===== src/rtl/sort_pkg.sv =====
// ---------------------------------------------------------------------------
// sort_pkg
// Shared definitions for the sort4_stream block.
//   FRAME_LEN   : number of elements collected, sorted and emitted per frame
//   SORT_LAYERS : number of registered compare-swap layers in the network
//   LAST_SLOT   : index of the final slot / final output of a frame
//   LAST_LAYER  : value of the sort-layer counter on the final SORT cycle
//   state_t     : control FSM states (COLLECT -> SORT -> EMIT -> COLLECT)
// ---------------------------------------------------------------------------
package sort_pkg;

    localparam int FRAME_LEN   = 4;
    localparam int SORT_LAYERS = 3;

    // 2-bit counter terminal values derived from the frame/network sizes
    localparam logic [1:0] LAST_SLOT  = 2'(FRAME_LEN - 1);
    localparam logic [1:0] LAST_LAYER = 2'(SORT_LAYERS - 1);

    typedef enum logic [1:0] {
        COLLECT = 2'd0,
        SORT    = 2'd1,
        EMIT    = 2'd2
    } state_t;

endpackage


===== src/rtl/sort4_cas.sv =====
// ---------------------------------------------------------------------------
// sort4_cas
// Purely combinational compare-swap element for the 4-input sorting network.
// The smaller operand appears on lo, the larger on hi. Comparison is
// unsigned at exactly WIDTH bits.
//
// Ports
//   a  : input  [WIDTH-1:0]  operand from the lower network index
//   b  : input  [WIDTH-1:0]  operand from the higher network index
//   lo : output [WIDTH-1:0]  min(a, b), goes to the lower index
//   hi : output [WIDTH-1:0]  max(a, b), goes to the higher index
// ---------------------------------------------------------------------------
module sort4_cas #(
    parameter int WIDTH = 4
) (
    input  logic [WIDTH-1:0] a,
    input  logic [WIDTH-1:0] b,
    output logic [WIDTH-1:0] lo,
    output logic [WIDTH-1:0] hi
);

    logic swap;

    // Swap only when strictly out of order so equal values pass straight
    // through; either choice is correct, this one keeps the mux simple.
    always_comb begin
        swap = (b < a);
        lo   = swap ? b : a;
        hi   = swap ? a : b;
    end

endmodule


===== src/rtl/sort4_stream.sv =====
// ---------------------------------------------------------------------------
// sort4_stream
// Streaming 4-element sorter. Collects a frame of four unsigned elements via
// a valid/ready input handshake, sorts them through a 3-layer registered
// compare-swap network, then emits them smallest-first on a valid/ready
// output handshake, flagging the largest element with out_last.
//
// Ports
//   clk       : input         single clock, rising edge
//   rst       : input         synchronous active-high reset
//   in_valid  : input         element present on in_data
//   in_data   : input  [W-1]  unsigned element
//   in_ready  : output        block accepts an element this cycle (COLLECT)
//   out_valid : output        sorted element present on out_data (EMIT)
//   out_data  : output [W-1]  sorted element, ascending; 0 when not valid
//   out_last  : output        marks the 4th (largest) element of a frame
//   out_ready : input         downstream accepts out_data this cycle
//
// All outputs decode from registered state only, so there is no
// combinational path from in_* to out_* or from out_ready to in_ready.
// ---------------------------------------------------------------------------
module sort4_stream
    import sort_pkg::*;
#(
    parameter int WIDTH = 4
) (
    input  logic             clk,
    input  logic             rst,
    input  logic             in_valid,
    input  logic [WIDTH-1:0] in_data,
    output logic             in_ready,
    output logic             out_valid,
    output logic [WIDTH-1:0] out_data,
    output logic             out_last,
    input  logic             out_ready
);

    state_t state_q, state_d;

    logic [1:0] in_cnt_q,   in_cnt_d;
    logic [1:0] sort_cnt_q, sort_cnt_d;
    logic [1:0] out_idx_q,  out_idx_d;

    // Input slots and the three network layer registers
    logic [WIDTH-1:0] slot_q [FRAME_LEN];
    logic [WIDTH-1:0] slot_d [FRAME_LEN];
    logic [WIDTH-1:0] l1_q   [FRAME_LEN];
    logic [WIDTH-1:0] l1_d   [FRAME_LEN];
    logic [WIDTH-1:0] l2_q   [FRAME_LEN];
    logic [WIDTH-1:0] l2_d   [FRAME_LEN];
    logic [WIDTH-1:0] l3_q   [FRAME_LEN];
    logic [WIDTH-1:0] l3_d   [FRAME_LEN];

    // Compare-swap results feeding each layer register
    logic [WIDTH-1:0] l1_lo_01, l1_hi_01, l1_lo_23, l1_hi_23;
    logic [WIDTH-1:0] l2_lo_02, l2_hi_02, l2_lo_13, l2_hi_13;
    logic [WIDTH-1:0] l3_lo_12, l3_hi_12;

    logic in_fire;
    logic out_fire;

    // Layer 1: pairs (0,1) and (2,3) straight from the collected slots
    sort4_cas #(.WIDTH(WIDTH)) u_cas_l1_01 (
        .a  (slot_q[0]),
        .b  (slot_q[1]),
        .lo (l1_lo_01),
        .hi (l1_hi_01)
    );

    sort4_cas #(.WIDTH(WIDTH)) u_cas_l1_23 (
        .a  (slot_q[2]),
        .b  (slot_q[3]),
        .lo (l1_lo_23),
        .hi (l1_hi_23)
    );

    // Layer 2: (0,2) settles the global minimum, (1,3) the global maximum
    sort4_cas #(.WIDTH(WIDTH)) u_cas_l2_02 (
        .a  (l1_q[0]),
        .b  (l1_q[2]),
        .lo (l2_lo_02),
        .hi (l2_hi_02)
    );

    sort4_cas #(.WIDTH(WIDTH)) u_cas_l2_13 (
        .a  (l1_q[1]),
        .b  (l1_q[3]),
        .lo (l2_lo_13),
        .hi (l2_hi_13)
    );

    // Layer 3: only the two middle elements can still be out of order
    sort4_cas #(.WIDTH(WIDTH)) u_cas_l3_12 (
        .a  (l2_q[1]),
        .b  (l2_q[2]),
        .lo (l3_lo_12),
        .hi (l3_hi_12)
    );

    // Output decode: everything here depends on registered state only
    always_comb begin
        in_ready  = (state_q == COLLECT);
        out_valid = (state_q == EMIT);
        out_last  = out_valid && (out_idx_q == LAST_SLOT);
        out_data  = out_valid ? l3_q[out_idx_q] : '0;
        in_fire   = in_valid && in_ready;
        out_fire  = out_valid && out_ready;
    end

    // Next-state logic. The layer registers advance on every SORT cycle, so
    // after three SORT cycles the data has walked L1 -> L2 -> L3 and l3_q
    // holds the fully sorted frame by the time EMIT begins.
    always_comb begin
        state_d    = state_q;
        in_cnt_d   = in_cnt_q;
        sort_cnt_d = sort_cnt_q;
        out_idx_d  = out_idx_q;
        slot_d     = slot_q;
        l1_d       = l1_q;
        l2_d       = l2_q;
        l3_d       = l3_q;

        unique case (state_q)
            COLLECT: begin
                if (in_fire) begin
                    slot_d[in_cnt_q] = in_data;
                    // 2-bit counter wraps to 0 after the 4th element
                    in_cnt_d = in_cnt_q + 2'd1;
                    if (in_cnt_q == LAST_SLOT) begin
                        state_d    = SORT;
                        sort_cnt_d = 2'd0;
                    end
                end
            end

            SORT: begin
                l1_d[0] = l1_lo_01;
                l1_d[1] = l1_hi_01;
                l1_d[2] = l1_lo_23;
                l1_d[3] = l1_hi_23;

                l2_d[0] = l2_lo_02;
                l2_d[1] = l2_lo_13;
                l2_d[2] = l2_hi_02;
                l2_d[3] = l2_hi_13;

                l3_d[0] = l2_q[0];
                l3_d[1] = l3_lo_12;
                l3_d[2] = l3_hi_12;
                l3_d[3] = l2_q[3];

                sort_cnt_d = sort_cnt_q + 2'd1;
                if (sort_cnt_q == LAST_LAYER) begin
                    state_d    = EMIT;
                    sort_cnt_d = 2'd0;
                    out_idx_d  = 2'd0;
                end
            end

            EMIT: begin
                if (out_fire) begin
                    if (out_idx_q == LAST_SLOT) begin
                        state_d   = COLLECT;
                        out_idx_d = 2'd0;
                    end else begin
                        out_idx_d = out_idx_q + 2'd1;
                    end
                end
            end

            default: begin
                state_d = COLLECT;
            end
        endcase
    end

    // State register. Reset wipes every slot and layer so that no element of
    // an interrupted frame can ever resurface in a later one.
    always_ff @(posedge clk) begin
        if (rst) begin
            state_q    <= COLLECT;
            in_cnt_q   <= 2'd0;
            sort_cnt_q <= 2'd0;
            out_idx_q  <= 2'd0;
            for (int i = 0; i < FRAME_LEN; i++) begin
                slot_q[i] <= '0;
                l1_q[i]   <= '0;
                l2_q[i]   <= '0;
                l3_q[i]   <= '0;
            end
        end else begin
            state_q    <= state_d;
            in_cnt_q   <= in_cnt_d;
            sort_cnt_q <= sort_cnt_d;
            out_idx_q  <= out_idx_d;
            slot_q     <= slot_d;
            l1_q       <= l1_d;
            l2_q       <= l2_d;
            l3_q       <= l3_d;
        end
    end

endmodule

===== config.mk =====
export PLATFORM = sky130hd
export DESIGN_NAME = sort4_stream
export DESIGN_NICKNAME = d
export VERILOG_FILES = /design/src/rtl/sort_pkg.sv /design/src/rtl/sort4_cas.sv /design/src/rtl/sort4_stream.sv
export SDC_FILE = /design/constraint.sdc
export NUM_CORES = 1
export LEC_CHECK = 0
export CAP_MARGIN = 20
export CORE_MARGIN = 10
export CORE_UTILIZATION = 45
export DETAILED_ROUTE_END_ITERATION = 16
export SLEW_MARGIN = 20
export SYNTH_ARGS = -nofsm -noshare
export SYNTH_HDL_FRONTEND = slang
export SYNTH_SLANG_ARGS = --single-unit

===== constraint.sdc =====
create_clock -name clk -period 2.41 [get_ports clk]
set_clock_uncertainty 0.1 [all_clocks]
set_input_delay 0.482 -clock clk [delete_from_list [all_inputs] [get_ports clk]]
set_output_delay 0.482 -clock clk [all_outputs]
set_load 0.1 [all_outputs]

**Yosys cells after proc, flatten, opt, wreduce, memory -nomap -nowiden**

Index checks and enable logic that the tools add are counted.

- Bits in registers: 72
- Input bits: 8
- Output and inout port bits: 7
- Logic and storage cells: 85

- Add/sub/neg operators: 3
- $lt $le $gt $ge: 8
- Eq/ne operators: 10
- Multiplexer cells: 31
- Bitwise logic cells: 2
- Reduce and logical (&&, ||, !) cells: 11

Operator list:

| kind | number |
|---|---|
| $mux W4 | 14 |
| $mux W2 | 11 |
| $lt A4 B4 Y1 | 5 |
| $bwmux W16 | 1 |
| $bmux W4 S2 | 1 |
| $demux W4 S2 | 1 |
| $eq A2 B2 Y1 const B | 4 |
| $ne A2 B1 Y1 const B | 4 |
| $pmux W2 S2 | 2 |
| $add A2 B1 Y2 const B | 3 |
| $ge A3 B3 Y1 const B | 2 |
| $not A2 Y3 | 2 |
| $pmux W2 S3 | 1 |
| $reduce_and A3 Y1 | 2 |
| $reduce_and A5 Y1 | 1 |
| $logic_and A1 B1 Y1 | 4 |
| $reduce_bool A2 Y1 | 2 |
| $lt A3 B1 Y1 const B | 1 |
| $eq A2 B1 Y1 const B | 1 |
| $logic_not A2 Y1 | 1 |
| $ne A2 B2 Y1 const B | 1 |
| $reduce_and A2 Y1 | 1 |

**Logic depth before layout (Yosys ltp)**

Gate-level depths: netlist of the first run.

- Depth in word-level cells: 6
- Depth in mapped cells: 6
- Depth with buffers taken out: 6

**Cells and area by module**

Synthesis of the first run repeated with hierarchy kept, for this count alone.

- Cells, all modules: 433
- Area total of the unflattened synthesis: 3933.8 sq um

Modules (own cells, without submodules):

| module | times used | cells each | area an instance (sq um) | seq. area each (sq um) |
|---|---|---|---|---|
| sort4_stream | 1 | 323 | 2876.5 | 1441.4 |
| sort4_cas | 5 | 22 | 211.5 | 0.0 |

**Worst setup path before layout of the first run**

OpenSTA, ideal clock, no wires.

- Path type: register -> output
- Start: register state_q[1]
- End: output port out_data[0]
- Arrival: 2.387 ns
- Required time: 1.828 ns
- Path slack: -0.559 ns
- Cell stages (with the launch flop): 4
- Buffers on the path: 1
- Path through: dfxtp_1 -> nor2b_1 -> clkbuf_1 -> and2_1

- Word-level cells in the longest chain between the ends: 2

Ends and longest elaborated chain:

| what | RTL line | RTL |
|---|---|---|
| start, declared | sort4_stream.sv:38 | `state_t state_q, state_d;` |
| start signal, assigned | sort4_stream.sv:192 | `state_q <= state_d;` |
| $eq A2 B2 Y1 | sort4_stream.sv:103 | `out_valid = (state_q == EMIT);` |
| net out_valid | sort4_stream.sv:32 | `output logic out_valid,` |
| $mux W4 | sort4_stream.sv:105 | `out_data = out_valid ? l3_q[out_idx_q] : '0;` |
| end, declared | sort4_stream.sv:33 | `output logic [WIDTH-1:0] out_data,` |

The timed path passes the listed nets, and every way through them passes these cells.

**Worst setup path in the final report of the first run**

- Start: register out_idx_q[0]
- End: output port out_data[2]

- Word-level cells in the longest chain between the ends: 5

Ends and longest elaborated chain:

| what | RTL line | RTL |
|---|---|---|
| start, declared | sort4_stream.sv:42 | `logic [1:0] out_idx_q, out_idx_d;` |
| start signal, assigned | sort4_stream.sv:195 | `out_idx_q <= out_idx_d;` |
| $not A2 Y3 (not written as such) | sort4_stream.sv:105 |  |
| $bmux W4 S2 | sort4_stream.sv:105 |  |
| $mux W4 (not written as such) (2 in series) | sort4_stream.sv:105 |  |
| $mux W4 | sort4_stream.sv:105 |  |

No other way between the ends. The select of a mux whose other input is x is not followed.

==> results of run 1 <==
==> cell usage after synthesis, types with 5 or more instances <==
cell | n | area (um2)
a21oi_1 | 20 | 100.1
mux2i_1 | 44 | 440.4
clkbuf_1 | 15 | 56.30
nand2_1 | 32 | 120.1
dfxtp_1 | 72 | 1441
a211oi_1 | 33 | 247.7
o311ai_4 | 5 | 131.4
and2_1 | 5 | 31.28
nor2_1 | 62 | 232.7
nand2b_1 | 6 | 37.54
buf_2 | 7 | 35.03
inv_1 | 27 | 101.4
nand2b_4 | 5 | 68.82
ha_1 | 30 | 375.4
==> sequential cells by signal, summed over array words and instances, names as in the netlist <==
name,count
in_cnt_q,2
l1_q,16
l2_q,16
l3_q,16
out_idx_q,2
slot_q,16
sort_cnt_q,2
state_q,2
==> final timing paths <==
kind            endpoint         start  slack, ps
max          out_data[2]  out_idx_q[0]        150
min              l3_q[3]       l2_q[3]        350
max reg2reg     l2_q[13]       l1_q[7]        410
min reg2reg      l3_q[3]       l2_q[3]        350
==> power by group <==
group          total, mW  switching [mW]  internal, mW
Sequential          1.24          0.0249          1.22
Combinational      0.262           0.134         0.127
Clock               1.12           0.437         0.684
Total               2.62           0.596          2.03
==> cell families (layout without fill, tap and decap cells) <==
family / count (synthesis) / after routing / share of synthesized area
XOR/XNOR: 1 / 1 / 0.002368
AND/OR/NAND/NOR: 125 / 125 / 0.1623
flip-flops: 72 / 72 / 0.3896
adder cells (fa/ha/maj): 30 / 30 / 0.1015
AO/OA/AOI/OAI: 66 / 66 / 0.1458
multiplexers: 48 / 48 / 0.1434
buffers and inverters: 52 / 60 / 0.05512
==> worst max-delay path: stages (launching register included) <==
cell     delay (ps)
dfxtp_2         430
mux4_2          510
and2_2          220
buf_12          160
==> area by class of cell <==
class | instances | area share
clock inverters | 6 | 0.02541
repair buffers | 17 | 0.05969
flip-flops and latches | 72 | 0.3410
inverters | 27 | 0.02394
well taps | 105 | 0.03103
clock buffers | 10 | 0.03014
multi-input cells | 270 | 0.4888
==> metal layers <==
metal / vias up / wire, um
met1: 1151 / 3272
met4: 0 / 80
met2: 34 / 3191
li1: 1362 / -
met3: 10 / 261
met5: - / 0
==> layout by cell type, fill, tap and decap left out, drive strengths merged, types with 4 or more instances in the layout <==
cell type      instances
mux2i                 44
nor3b                  5
nor2                  62
inv                   27
nand2b                12
a211oi                33
clkdlybuf4s50          6
clkbuf                10
nand2                 32
and2                   5
and3                   4
o311ai                 5
dfxtp                 72
mux4                   4
a21oi                 20
buf                   11
ha                    30
==> through the flow <==
stage	setup WS, ps	area, um2	utilization
6_report	151.5	4234	0.5232
5_1_grt	70.44	4234	0.5232
4_1_cts	18.77	4233	0.5230
2_1_floorplan	-61.33	3709	-
3_3_place_gp	396.6	3996	0.4938
3_5_place_dp	390.6	3996	0.4938
==> what timing repair did <==
action,CTS,global route
endpoints found under the setup margin,1,2
gates resized for setup,1,1
hold endpoints to repair,0,0
setup buffers,0,0
==> metrics, run 1 <==
Hold-fix buffers, CTS=0; Clock Pin Slew Worst Setup and Hold Paths=80 ps; Avg Inst Size Synth=9.390 um2; Initial Utilization=0.4572; drt via density=5.043; FF-to-FF path depth=6; met3 GRT Util=0.04058; Total Die Area=12250 um2; Crit. End Element=output pin; Rel. slew slack=0.5507; wirelength, routed=6806 um; met1 usage=0.1346; largest net degree at the start of global routing=83; clk_lat worst skew=350 ps; Post-Synthesis Cells=394; Post-synth EDFFs=0; post-route ant nets=0; via count=2557; Final min period=2258 ps; Syn Nets=432; Crit Path Max Fanout=7; multi-input logic area=2069 um2; First-pass DRT Iterations=4; diode count=0; H-tree depth=3; TritonCTS Sinks=72; Pwr Density=619.6 nW/um2; max-cap violations=0; DR iter-0 viols=90; Pleak=1.633 nW; total congestion overflow=0; worst-margin pin slew=674.0 ps; met2 Resource Use GR=0.1785; Most Used Layer, Global Route=met2; Primary FF master, synth=dfxtp_1; Post-Syn Area=3700 um2; Site Rows=33; RSZ-0062 raised after global routing=no; DP HPWL=4932 um; initial antenna violation count=0; maximum VDD drop=0.4138 mV; die height=110.7 um; Buffers on Ports=14; Slew Viols, Final=0; arrival time worst endpoint=1680 ps; I/O pins=15; period utilization=0.9371; Final Hold Slack=345.0 ps; final net count=435; number of synthesized register bits=72; worst setup path class=reg -> out; Die Span X=110.7 um; fin cells=507; CTS tree=yes; cts bufs inserted=9; core box area=8093 um2; storage element area=1444 um2; status=complete, no violations; worst endpoint required time=1830 ps; Fin Setup TNS=0 ps; min-delay worst type=reg -> reg; count of different cell masters after synthesis=29; Fmax achieved=442.8 MHz; fill cell count=765; placer's final routability congestion estimate=0.7820; Area Growth Syn to Fin=14.44%; vias in the first global route=2387; gr usage total=0.1110; Pwr Total=2.624 mW; final hold viol count=0; deepest clock path buffer count=2; share of post-route cells with drive strength above 1=0.1244; setup violators final=0; first-pass GRT wire length=11490 um; DRC viols=0; post-synthesis sequential area ratio=0.3896; Placed Cells=491; WHS Path Cells=2; Setup crit start kind=flip-flop; post-synthesis async set-or-reset flop share=0; warnings from Yosys=0; drt wl/cell=13.42 um; Root Buffer=clkbuf_8
(Power assumes the default switching activity.)
==> run 2, diff against run 1 <==
--- a/config.mk
+++ b/config.mk
@@ -7,8 +7,9 @@
 export LEC_CHECK = 0
 export CAP_MARGIN = 20
 export CORE_MARGIN = 10
-export CORE_UTILIZATION = 45
+export CORE_UTILIZATION = 55
 export DETAILED_ROUTE_END_ITERATION = 16
+export PLACE_DENSITY = 0.73
 export SLEW_MARGIN = 20
 export SYNTH_ARGS = -nofsm -noshare
 export SYNTH_HDL_FRONTEND = slang
==> run 2 against run 1 <==
  * Global-route usage up 2.7 points
  * Critical path depth unchanged
  * Register-to-register slack is essentially flat
  * Final cell count fell by 5.5%
  * First-iteration DRC count up 43%
  * Critical path type unchanged
  * Clock power fell by 23%
  * Sequential power is essentially flat
  * Maximum frequency shrank 2.2%
==> metrics, run 2 (synthesis gave the netlist of run 1 again) <==
CP bufs+invs=1; multi-input logic area=2069 um2; final hold viol count=0; fill cell count=557; crit-path cells=mux4_2 -> and2_2 -> buf_12; Initial Utilization=0.5728; worst setup path class=reg -> out; commonest cells after routing, fill and taps aside=dfxtp_1 (71), nor2_1 (61), mux2i_1 (44); Setup crit start kind=flip-flop; min-delay src=l2_q[1]; drt via density=5.367; Slew Viols, Final=0; Pleak=1.615 nW; Area Growth Syn to Fin=12.07%; Root Buffer=clkbuf_8; storage element area=1443 um2; worst hold endpoint=l3_q[1]; Die Span X=102.0 um; Site Rows=29; status=complete, no violations; clk_lat worst skew=340 ps; core box area=6459 um2; initial antenna violation count=0; deepest clock path buffer count=2; utilization after layout=0.6420; max-cap violations=0; arrival time worst endpoint=1730 ps; RSZ-0062 raised after global routing=no; First-pass DRT Iterations=4; Clock Pin Slew Worst Setup and Hold Paths=70 ps; Pwr Density=569.6 nW/um2; Fmax achieved=433.1 MHz; I/O pins=15; via count=2571; Buffers on Ports=14; vias in the first global route=2484; setup violators final=0; maximum VDD drop=0.4360 mV; worst endpoint required time=1830 ps; DR iter-0 viols=129; Crit. End Element=output pin; H-tree depth=3; Pwr Total=2.362 mW; DP HPWL=4811 um; dpl ws=398.1 ps; CTS tree=yes; min-delay worst type=reg -> reg; WHS Path Cells=2; wirelength, routed=6563 um; Worst R2R Setup Slack=400 ps; cts bufs inserted=9; Total Die Area=10410 um2; drt wl/cell=13.70 um; Crit Path Max Fanout=6; DRC viols=0; setup ws final=101.3 ps; Top Family by Delay on Critical Path=multiplexers; TritonCTS Sinks=72; largest net degree at the start of global routing=83; final net count=435; Final min period=2309 ps; total congestion overflow=0; gr usage total=0.1380; Fin Setup TNS=0 ps; placer's final routability congestion estimate=0.7641; first-pass GRT wire length=11550 um; Hold-fix buffers, CTS=0; FF-to-FF path depth=6; CP peak stage delay=530 ps; Rel. slew slack=0.5378; CP max stage cell=mux4_2; FF-to-FF Start=l1_q[3]; commonest non-fill, non-tap cell in the layout=dfxtp_1; period utilization=0.9580; die height=102.0 um; diode count=0; worst-margin pin slew=693.3 ps; share of post-route cells with drive strength above 1=0.1219; post-route ant nets=0; RR Endpoint=l2_q[9]
-- run 2: tightest hold or removal path, stage by stage (launching register included) --
cell and delay, ps:
dfxtp_1 310, nand2_1 50, a21oi_1 50
-- run 2: area by class of cell --
class	instances	area share
multi-input combinational	270	0.4991
timing repair buffer	17	0.06095
clock buffer	13	0.04074
inverter	27	0.02444
clock inverter	3	0.003621
tap	77	0.02323
sequential	72	0.3479
-- run 2: metal layers --
metal | vias to the layer above | wire [um] | track usage | share of wire
met2 | 40 | 3259 | 0.2346 | 0.50
met5 | - | 0 | 0 | 0
met1 | 1158 | 2967 | 0.1610 | 0.45
li1 | 1362 | - | - | -
met4 | 0 | 101 | 0.06182 | 0.015
met3 | 11 | 235 | 0.03374 | 0.036
-- run 2: where the power goes --
| part | switching [mW] | internal (mW) |
|---|---|---|
| Combinational | 0.133 | 0.127 |
| Sequential | 0.0250 | 1.22 |
| Clock | 0.406 | 0.453 |
| Total | 0.565 | 1.80 |
-- run 2: how the worst max path moves through the flow --
stage          depth (start not counted)     endpoint         start  slack, ps
2_1_floorplan                          3  out_data[0]    state_q[1]        -60
3_3_place_gp                           6      l2_q[9]       l1_q[3]        450
3_5_place_dp                           3  out_data[3]  out_idx_q[0]        400
4_1_cts                                3  out_data[3]  out_idx_q[0]         20
5_1_grt                                3  out_data[1]  out_idx_q[1]         40
6_report                               3  out_data[1]  out_idx_q[1]        100
-- run 2: per-stage QoR --
stage          hold WS (ps)  area (um2)  instances
3_5_place_dp          345.0        3961        463
6_report              350.7        4146        479
5_1_grt               376.7        4146        479
2_1_floorplan         332.1        3709        394
3_3_place_gp          341.8        3961        463
4_1_cts               350.4        4145        479
-- run 2: repair_timing --
action | 4_1_cts | 5_1_grt
endpoints found under the setup margin | 0 | 2
hold endpoints to repair | 0 | 0
buffers inserted | 0 | 0
resized for setup | 0 | 1
==> RTL change 1, RTL diff (settings of run 2) <==
`WIDTH` is set to 4 in 2 places; all go to 6.
--- a/src/rtl/sort4_cas.sv
+++ b/src/rtl/sort4_cas.sv
@@ -11,7 +11,7 @@
 //   hi : output [WIDTH-1:0]  max(a, b), goes to the higher index
 // ---------------------------------------------------------------------------
 module sort4_cas #(
-    parameter int WIDTH = 4
+    parameter int WIDTH = 6
 ) (
     input  logic [WIDTH-1:0] a,
     input  logic [WIDTH-1:0] b,
--- a/src/rtl/sort4_stream.sv
+++ b/src/rtl/sort4_stream.sv
@@ -22,7 +22,7 @@
 module sort4_stream
     import sort_pkg::*;
 #(
-    parameter int WIDTH = 4
+    parameter int WIDTH = 6
 ) (
     input  logic             clk,
     input  logic             rst,
Interface: changed (resized in_data and out_data); port bits go from 15 to 19. The function was not compared with the original's and may differ.
==> RTL change 1 against run 2 <==
Via count rose by 48%; sequential cell count increased by 32; synthesized area rose by 38%; power up 41%; design area increased by 36%; core utilization decreased by 2.6 points; worst setup slack got worse by 0.018 ns; routed wire length increased by 56%; sequential share of layout area increased by 2.2 points; die area rose by 30%; first-iteration DRC count grew 53%.
==> RTL change 1: results (changes against run 2) <==
routing usage on met3 3.44% (+0.067 points); Yosys cell types 30 (+3.4%); first-pass GRT wire length 17.5 mm (+52%); GR Layer Usage met2 26.9% (+3.4 points); Placed Cells 664 (+43%); Worst Setup SP out_idx_q[0]$_SDFFE_PP0P_; M1 GR Usage 20.1% (+4.0 points); Post-Synth Adder-Cell Area 7.33% (-2.8 points); xor and xnor area share after synthesis 0.171% (-0.066 points); leakage dissipation 2.19 nW (+35%); Seq/Total Area, Yosys 40.7% (+1.7 points); largest net degree at the start of global routing 105 (+27%); synthesized instance count 564 (+43%); critical path peak fanout 7 (+1); Syn Nets 604 (+40%); routed wire length 10.3 mm (+56%); Met1 Wirelength 4.83 mm (+63%); reg2reg start slot_q[23]$_SDFFE_PP0P_; post-synthesis compound-gate area fraction 17.0% (+2.4 points); post-CTS setup buffer count 1 (+1); Worst R2R Setup Slack 0.34 ns (-0.06 ns); met2 WL 5.01 mm (+54%); gpl congestion 0.833 (+9.1%); vias in the first global route 3,602 (+45%); PortBufs 18 (+4); CP max stage delay 0.49 ns (-0.04 ns); hold-critical path endpoint l3_q[20]$_SDFFE_PP0P_; final std cells w/o fill 681 (+42%); dpl cell area 5430 um2 (+37%); share of layout cells above drive strength 1 11.4% (-0.79 points); DRT iter0 DRCs 197 (+53%); Worst VDD drop 0.299 mV (-31%); multiplexer share of the synthesized area 15.0% (+0.62 points); post-CTS sizing 2 (+2); Reg clk slew, reported paths 0.10 ns (+0.03 ns); Placement Setup Slack 0.113 ns (-0.286 ns); final worst setup slack 0.0832 ns (-0.0181 ns); Total GRT Usage 16.0% (+2.2 points); status finished clean; worst hold start l3_q[20]$_SDFFE_PP0P_; reg2reg end l1_q[20]$_SDFFE_PP0P_; metal3 WL 264 um (+12%); clk_lat worst skew 0.38 ns (+0.04 ns); commonest cells in the netlist 104 x dfxtp_1, 92 x nor2_1, 63 x mux2i_1; DP HPWL 7.47 mm (+55%); crit path DAT 1.74 ns; largest cells by area after synthesis dfxtp_1 41%, mux2i_1 12%, a211oi_1 8.1%
-- RTL change 1: changes by cell type after synthesis, moves of 5 or more --
cell      before  now
a211oi_1      33   55
nand2_1       32   49
o21a_2         0    5
nand2b_4       5    0
nor2_1        62   92
and2_1         5   10
o311ai_4       5    0
nand4_1        0    5
mux2i_1       44   63
a21oi_1       20   49
dfxtp_1       72  104
clkbuf_1      15   20
-- RTL change 1: area by class of cell --
class | count | area (um2)
Clock buffer | 9 | 124
Clock inverter | 7 | 62.6
Fill cell | 785 | 3520
Inverter | 27 | 101
Multi-Input combinational cell | 393 | 2750
Sequential cell | 104 | 2080
Tap cell | 111 | 139
Timing Repair Buffer | 30 | 375
-- RTL change 1: worst max-delay path: cells and delay by family, from the launching register on --
family        cells  cell delay, ns
mux               1            0.49
flops             1            0.34
buf+inv           2            0.30
simple gates      1            0.22
-- RTL change 1: where the power goes --
part           internal [W]  leakage, nW  switching, W
logic              0.000225         1.25      0.000278
registers           0.00176        0.841     0.0000377
clock network      0.000397       0.0927      0.000636
==> RTL change 2, RTL diff (settings of run 2) <==
Made on the original files. Re-encode `state_t` (3 states) as one-hot, 3 bits wide.
--- a/src/rtl/sort_pkg.sv
+++ b/src/rtl/sort_pkg.sv
@@ -16,10 +16,10 @@
     localparam logic [1:0] LAST_SLOT  = 2'(FRAME_LEN - 1);
     localparam logic [1:0] LAST_LAYER = 2'(SORT_LAYERS - 1);
 
-    typedef enum logic [1:0] {
-        COLLECT = 2'd0,
-        SORT    = 2'd1,
-        EMIT    = 2'd2
+    typedef enum logic [2:0] {
+        COLLECT = 3'b001,
+        SORT    = 3'b010,
+        EMIT    = 3'b100
     } state_t;
 
 endpackage
Formal check against the unedited RTL: same outputs for any inputs over 10 cycles, from zero or initial values and one cycle with rst high; not proved beyond that.
==> RTL change 2 against run 2 <==
Non-clock buffer count increased by 2; maximum frequency grew 1.0%; highest routed layer unchanged; sequential cell count is 1 higher; power grew 0.74%; critical endpoint unchanged; design area up 4.8%; worst setup slack better by 0.023 ns; sequential power about the same; routed wire length rose by 24%; sequential share of layout area shrank 1.1 points; synthesized area rose by 3.9%; largest power group unchanged.
==> RTL change 2: results (changes against run 2) <==
DRT Pass-1 Iters 5 (+1); fillers 584 (+4.8%); Cell Int Power 0.00180 W (about the same); leakage dissipation 1.59 nW (-1.5%); Worst VDD drop 0.402 mV (-7.7%); gpl congestion 0.913 (+19%); Placed Cells 536 (+16%); crit path DAT 1.70 ns (-0.03 ns); post-synthesis compound-gate area fraction 25.4% (+11 points); largest net degree at the start of global routing 73 (-12%); hold-critical path endpoint l3_q[0]$_SDFFE_PP0P_; first-pass GRT wire length 14.0 mm (+21%); drt wl/cell 14.7 um (+7.4%); final worst setup slack 0.124 ns (+0.0231 ns); Total GRT Usage 15.3% (+1.5 points); status finished clean; prevailing post-synth register cell dfxtp_1; largest cells by area after synthesis dfxtp_1 38%, ha_1 9.8%, o21bai_1 5.7%; r2r worst-path depth 4 (-2); worst hold start l2_q[0]$_SDFFE_PP0P_; Post-Synth Adder-Cell Area 9.77% (-0.38 points); Yosys cell types 37 (+28%); Root Buffer clkbuf_8; multiplexer share of the synthesized area 3.39% (-11 points); reg2reg start state_q[1]$_SDFFE_PP0P_; Seq/Total Area, Yosys 38.0% (-0.93 points); commonest cells in the netlist 73 x dfxtp_1, 45 x nand2_1, 34 x nand3_1; DR vias 3,145 (+22%); reg2reg end l1_q[9]$_SDFFE_PP0P_; Slowest-stage cell, CP mux4_2; xor and xnor area share after synthesis 0.456% (+0.22 points); worst rel slew slack 70.1% (+16 points); Syn Nets 483 (+12%); share of layout cells above drive strength 1 12.1% (-0.13 points); CP max stage delay 0.55 ns (+0.02 ns); DRT iter0 DRCs 146 (+13%); Mean Syn Cell Area 8.63 um2 (-8.0%); dpl cell area 4140 um2 (+4.5%); clk_lat worst skew 0.35 ns; Placement Setup Slack 0.433 ns (+0.0353 ns); antenna fix cells 0 (unchanged); critical path peak fanout 6 (unchanged); routed wire length 8.12 mm (+24%); cell class contributing the biggest share of worst-path delay multiplexers; vias in the first global route 2,952 (+19%); Worst R2R Setup Slack 0.46 ns (+0.06 ns); layout net count 489 (+12%); DP HPWL 5.96 mm (+24%); PortBufs 14 (unchanged); Hold WS 0.348 ns (-0.00284 ns)
-- RTL change 2: cell type report --
type,instances,area [um2],area share [%]
timing repair buffer,19,280,6.45
clock inverter,6,67.6,1.56
multi-input combinational,320,2170,49.9
tap,96,120,2.76
clock buffer,10,138,3.17
sequential,73,1460,33.7
inverter,28,105,2.42
-- RTL change 2: power groups by stage --
stage / sequential, W / clock [W] / combinational, W
4_1_cts: 0.00124 / 0.000992 / 0.000175
2_1_floorplan: 0.00126 / 0 / 0.000127
5_1_grt: 0.00124 / 0.00104 / 0.000194
3_3_place_gp: 0.00127 / 0 / 0.000169
3_5_place_dp: 0.00127 / 0 / 0.000174
6_report: 0.00124 / 0.000966 / 0.000174
-- RTL change 2: metal layers --
metal,track usage [%],up-vias,wire length (um)
li1,-,1610,-
met1,18.0,1460,3560
met2,25.9,61,4030
met3,4.15,14,358
met4,6.15,0,165
met5,0,-,0
